===== src/rtl/cla_4bit_augmented.sv =====
// 4-bit carry-lookahead adder with block propagate/generate outputs.
// This is the leaf arithmetic cell of the KGPminiRISC ALU.
// All carries come from a flat sum-of-products network, so no carry ripples.
// P and G are brought out so that a second-level lookahead unit can cascade blocks.
// Results are registered with a latency of one cycle.
module cla_4bit_augmented (
   input  logic       clk,
   input  logic       rst,
   input  logic       in_valid,
   input  logic [3:0] a,
   input  logic [3:0] b,
   input  logic       c_in,
   output logic [3:0] sum,
   output logic       c_out,
   output logic       prop,
   output logic       gen,
   output logic       out_valid
);

   localparam int unsigned W = 4;

   logic [W-1:0] g_c;
   logic [W-1:0] p_c;
   logic [W-1:0] c_c;
   logic [W-1:0] sum_c;
   logic         blk_p_c;
   logic         blk_g_c;
   logic         c_out_c;

   // Flat lookahead core: each carry is a sum of products of bit terms and c_in.
   always_comb begin
      g_c   = a & b;
      p_c   = a ^ b;
      c_c   = '0;

      c_c[0] = c_in;
      c_c[1] = g_c[0]
             | (p_c[0] & c_in);
      c_c[2] = g_c[1]
             | (p_c[1] & g_c[0])
             | (p_c[1] & p_c[0] & c_in);
      c_c[3] = g_c[2]
             | (p_c[2] & g_c[1])
             | (p_c[2] & p_c[1] & g_c[0])
             | (p_c[2] & p_c[1] & p_c[0] & c_in);

      sum_c = p_c ^ c_c;

      // Block terms are independent of c_in, so an upper lookahead level can use them.
      blk_p_c = &p_c;
      blk_g_c = g_c[3]
              | (p_c[3] & g_c[2])
              | (p_c[3] & p_c[2] & g_c[1])
              | (p_c[3] & p_c[2] & p_c[1] & g_c[0]);

      c_out_c = blk_g_c | (blk_p_c & c_in);
   end

   // Result register: load on in_valid, otherwise hold. Reset clears everything.
   always_ff @(posedge clk) begin
      if (rst) begin
         sum       <= '0;
         c_out     <= 1'b0;
         prop      <= 1'b0;
         gen       <= 1'b0;
         out_valid <= 1'b0;
      end else begin
         out_valid <= in_valid;
         if (in_valid) begin
            sum   <= sum_c;
            c_out <= c_out_c;
            prop  <= blk_p_c;
            gen   <= blk_g_c;
         end
      end
   end

endmodule


===== config.mk =====
export PLATFORM = sky130hd
export DESIGN_NAME = cla_4bit_augmented
export DESIGN_NICKNAME = d
export VERILOG_FILES = /design/src/rtl/cla_4bit_augmented.sv
export SDC_FILE = /design/constraint.sdc
export NUM_CORES = 1
export LEC_CHECK = 0
export CORE_AREA = 2 2 39 41
export CTS_CLUSTER_SIZE = 12
export DETAILED_ROUTE_END_ITERATION = 12
export DIE_AREA = 0 0 41 43
export HOLD_SLACK_MARGIN = 0.02
export PLACE_DENSITY = 0.68
export SLEW_MARGIN = 0
export SYNTH_ARGS = -nofsm -noshare
export SYNTH_HDL_FRONTEND = slang
export SYNTH_SLANG_ARGS = --single-unit

===== constraint.sdc =====
create_clock -name clk -period 1.7 [get_ports clk]
set_input_delay 0.34 -clock clk [delete_from_list [all_inputs] [get_ports clk]]
set_output_delay 0.34 -clock clk [all_outputs]
set_load 0.03 [all_outputs]

==> reports/results.ini <==
[synth]
ys_seq_elements = 8
synth_cell_type_count = 25
syn_nets = 67
synthCells = 50
ys_seq_area_frac = 0.3469
netlist_area_sq_um = 461.7
yosys_warnings = 0
syn_area_per_cell_sq_um = 9.234

[placement]
hpwl_um = 849.9
pre_cts_slack_ns = -0.1454
place.gp.congestion = 0.7002
io_buffers = 19

[layout]
layout_commonest_cell = clkdlybuf4s50_1
seqCellArea_sq_um = 160.2
final_nets = 94
drive_gt1_frac = 0.1600
fillers = 127
multi_input_area_sq_um = 277.8
layout.cells.most_common_list = clkdlybuf4s50_1 (19), dfxtp_1 (8), nor2_1 (7)
area_growth_pct = 56.64
antenna-diode-count = 0

[die]
coreArea_sq_um = 1384
die_h_um = 43
rows = 14
die_area_sq_um = 1763
die_w_um = 41
num_io_pins = 20
start_util = 0.3336

[drt]
vias = 467
drt-pass1-iter-count = 4
vias_per_cell = 5.132
postRouteAntennaNets = 0
drc = 0
wl_um = 958
wire_per_inst_um = 10.53
drt_iter0_markers = 8

[setup_path]
crit_buf_inv = 1
crit_path_start_kind = flip-flop
crit_arrival_ns = 1.25
critical_path_required_ns = 1.36
crit_type = flip-flop to output pin
cp_slowest_cell = clkdlybuf4s50_1
path_cells = clkdlybuf4s50_1
worst_path_largest_cell_delay_ns = 0.67
cpLargestDelayFamily = buffers and inverters
end_kind = output pin
cp_max_fo = 2

[status]
outcome = completed

[clock_tree]
cts_tree = built
cts_max_level = 1
path_clk_slew_ns = 0.05
cts_buffer_depth = 2
postCtsSetupBuffers = 0
cts_resized = 0
ctsHoldBuffers = 0
insertion_delay_ns = 0.24
numCtsBuffers = 3
clock_sinks = 8
cts_root_buffer = clkbuf_4

[global_route]
grt_pass1_vias = 426
grt-ovfl-total = 0
grt_usage = 0.1331
grt_max_degree = 10
grt_antenna_before_repair = 0
grt_pass1_wl_um = 1669

[power]
p_total_mw = 0.5324
p_leak_nw = 0.2956
ir_worst_vdd_mv = 0.2351
power_density_nw_per_um2 = 736.2

[timing]
max_freq_ghz = 0.6297
finalClockSkew_ns = 0
rsz0062_at_grt = no
setup_viol = 0
slew_headroom = 0.7950
period_share = 0.9342
setup_ws_ns = 0.1119
hold_ws_ns = 0.4870
slew_viol_final = 0
tightest_slew_ns = 0.3066
post-route-min-period_ns = 1.588
report.final.hold_viol_count = 0

[hold_path]
hp-class = flip-flop to flip-flop

[flow_run]
maxCapViolCount = 0

## layout make-up
type / instances / share of cell area
Multi-Input combinational cell: 36 / 0.3841
Timing Repair Buffer: 24 / 0.3149
Sequential cell: 8 / 0.2215
Clock buffer: 3 / 0.03114
Tap cell: 16 / 0.02768
Inverter: 4 / 0.02076
## synth_stat cells
library cell,n,share of area
a211oi_1,2,0.033
a211oi_2,1,0.027
a21oi_1,2,0.022
a311oi_1,1,0.019
a311oi_2,1,0.033
and3_1,1,0.014
and4_1,1,0.019
buf_2,1,0.011
clkbuf_1,1,0.0081
dfxtp_1,8,0.35
fa_1,1,0.043
ha_1,4,0.11
inv_1,4,0.033
mux2i_1,2,0.043
nand2_1,3,0.024
nor2_1,7,0.057
nor2b_1,1,0.014
nor3b_1,1,0.016
o21a_1,1,0.016
o21ai_0,2,0.022
o21ai_2,1,0.019
o21ba_2,1,0.022
o32ai_1,1,0.019
or3_1,1,0.014
xnor2_1,1,0.019
## sequential cells by signal, indices dropped and copies added, names as in the netlist
| signal | cells |
|---|---|
| gen | 1 |
| out_valid | 1 |
| sum | 4 |
| c_out | 1 |
| prop | 1 |
## metal layers
| layer | global-route usage | wire length [um] |
|---|---|---|
| met1 | 0.1726 | 455 |
| met2 | 0.2094 | 450 |
| met4 | 0.06000 | 0 |
| met5 | 0 | 0 |
| met3 | 0.01571 | 52 |
## cells by family after synthesis
| group | count (synthesis) | share of synthesized area |
|---|---|---|
| AOI/OAI and AO/OA | 13 | 0.2303 |
| xor gates and xnor gates | 1 | 0.01897 |
| adders and majority gates | 5 | 0.1518 |
| buffers and inverters | 6 | 0.05146 |
| DFF | 8 | 0.3469 |
| muxes | 2 | 0.04336 |
| and+or+nand+nor | 15 | 0.1572 |
## per-stage QoR
| step | setup TNS [ns] | util | std cells | instance area [sq um] |
|---|---|---|---|---|
| 6_report | 0 | 0.5226 | 91 | 723.2 |
| 5_1_grt | 0 | 0.5226 | 91 | 723.2 |
| 4_1_cts | 0 | 0.5226 | 91 | 723.2 |
| 3_5_place_dp | -0.3698 | 0.5063 | 88 | 700.7 |
| 3_3_place_gp | -0.2097 | 0.5063 | 88 | 700.7 |
| 2_1_floorplan | 0 | - | 50 | 461.7 |
## worst paths after layout
check                           startpoint     end  slack [ns]  cells after the start
worst max-delay path                 c_out   c_out        0.11                      1
worst min-delay path                sum[0]  sum[0]        0.49                      2
worst max register to register      sum[3]  sum[3]        0.90                      3
worst min register to register      sum[0]  sum[0]        0.49                      2
## report_power, final
part | total, mW | switching (mW) | internal [mW]
Clock | 0.137 | 0.0570 | 0.0803
Combinational | 0.185 | 0.0900 | 0.0952
Sequential | 0.210 | 0.00708 | 0.203
Note: power is estimated with default switching activity, not from simulation.
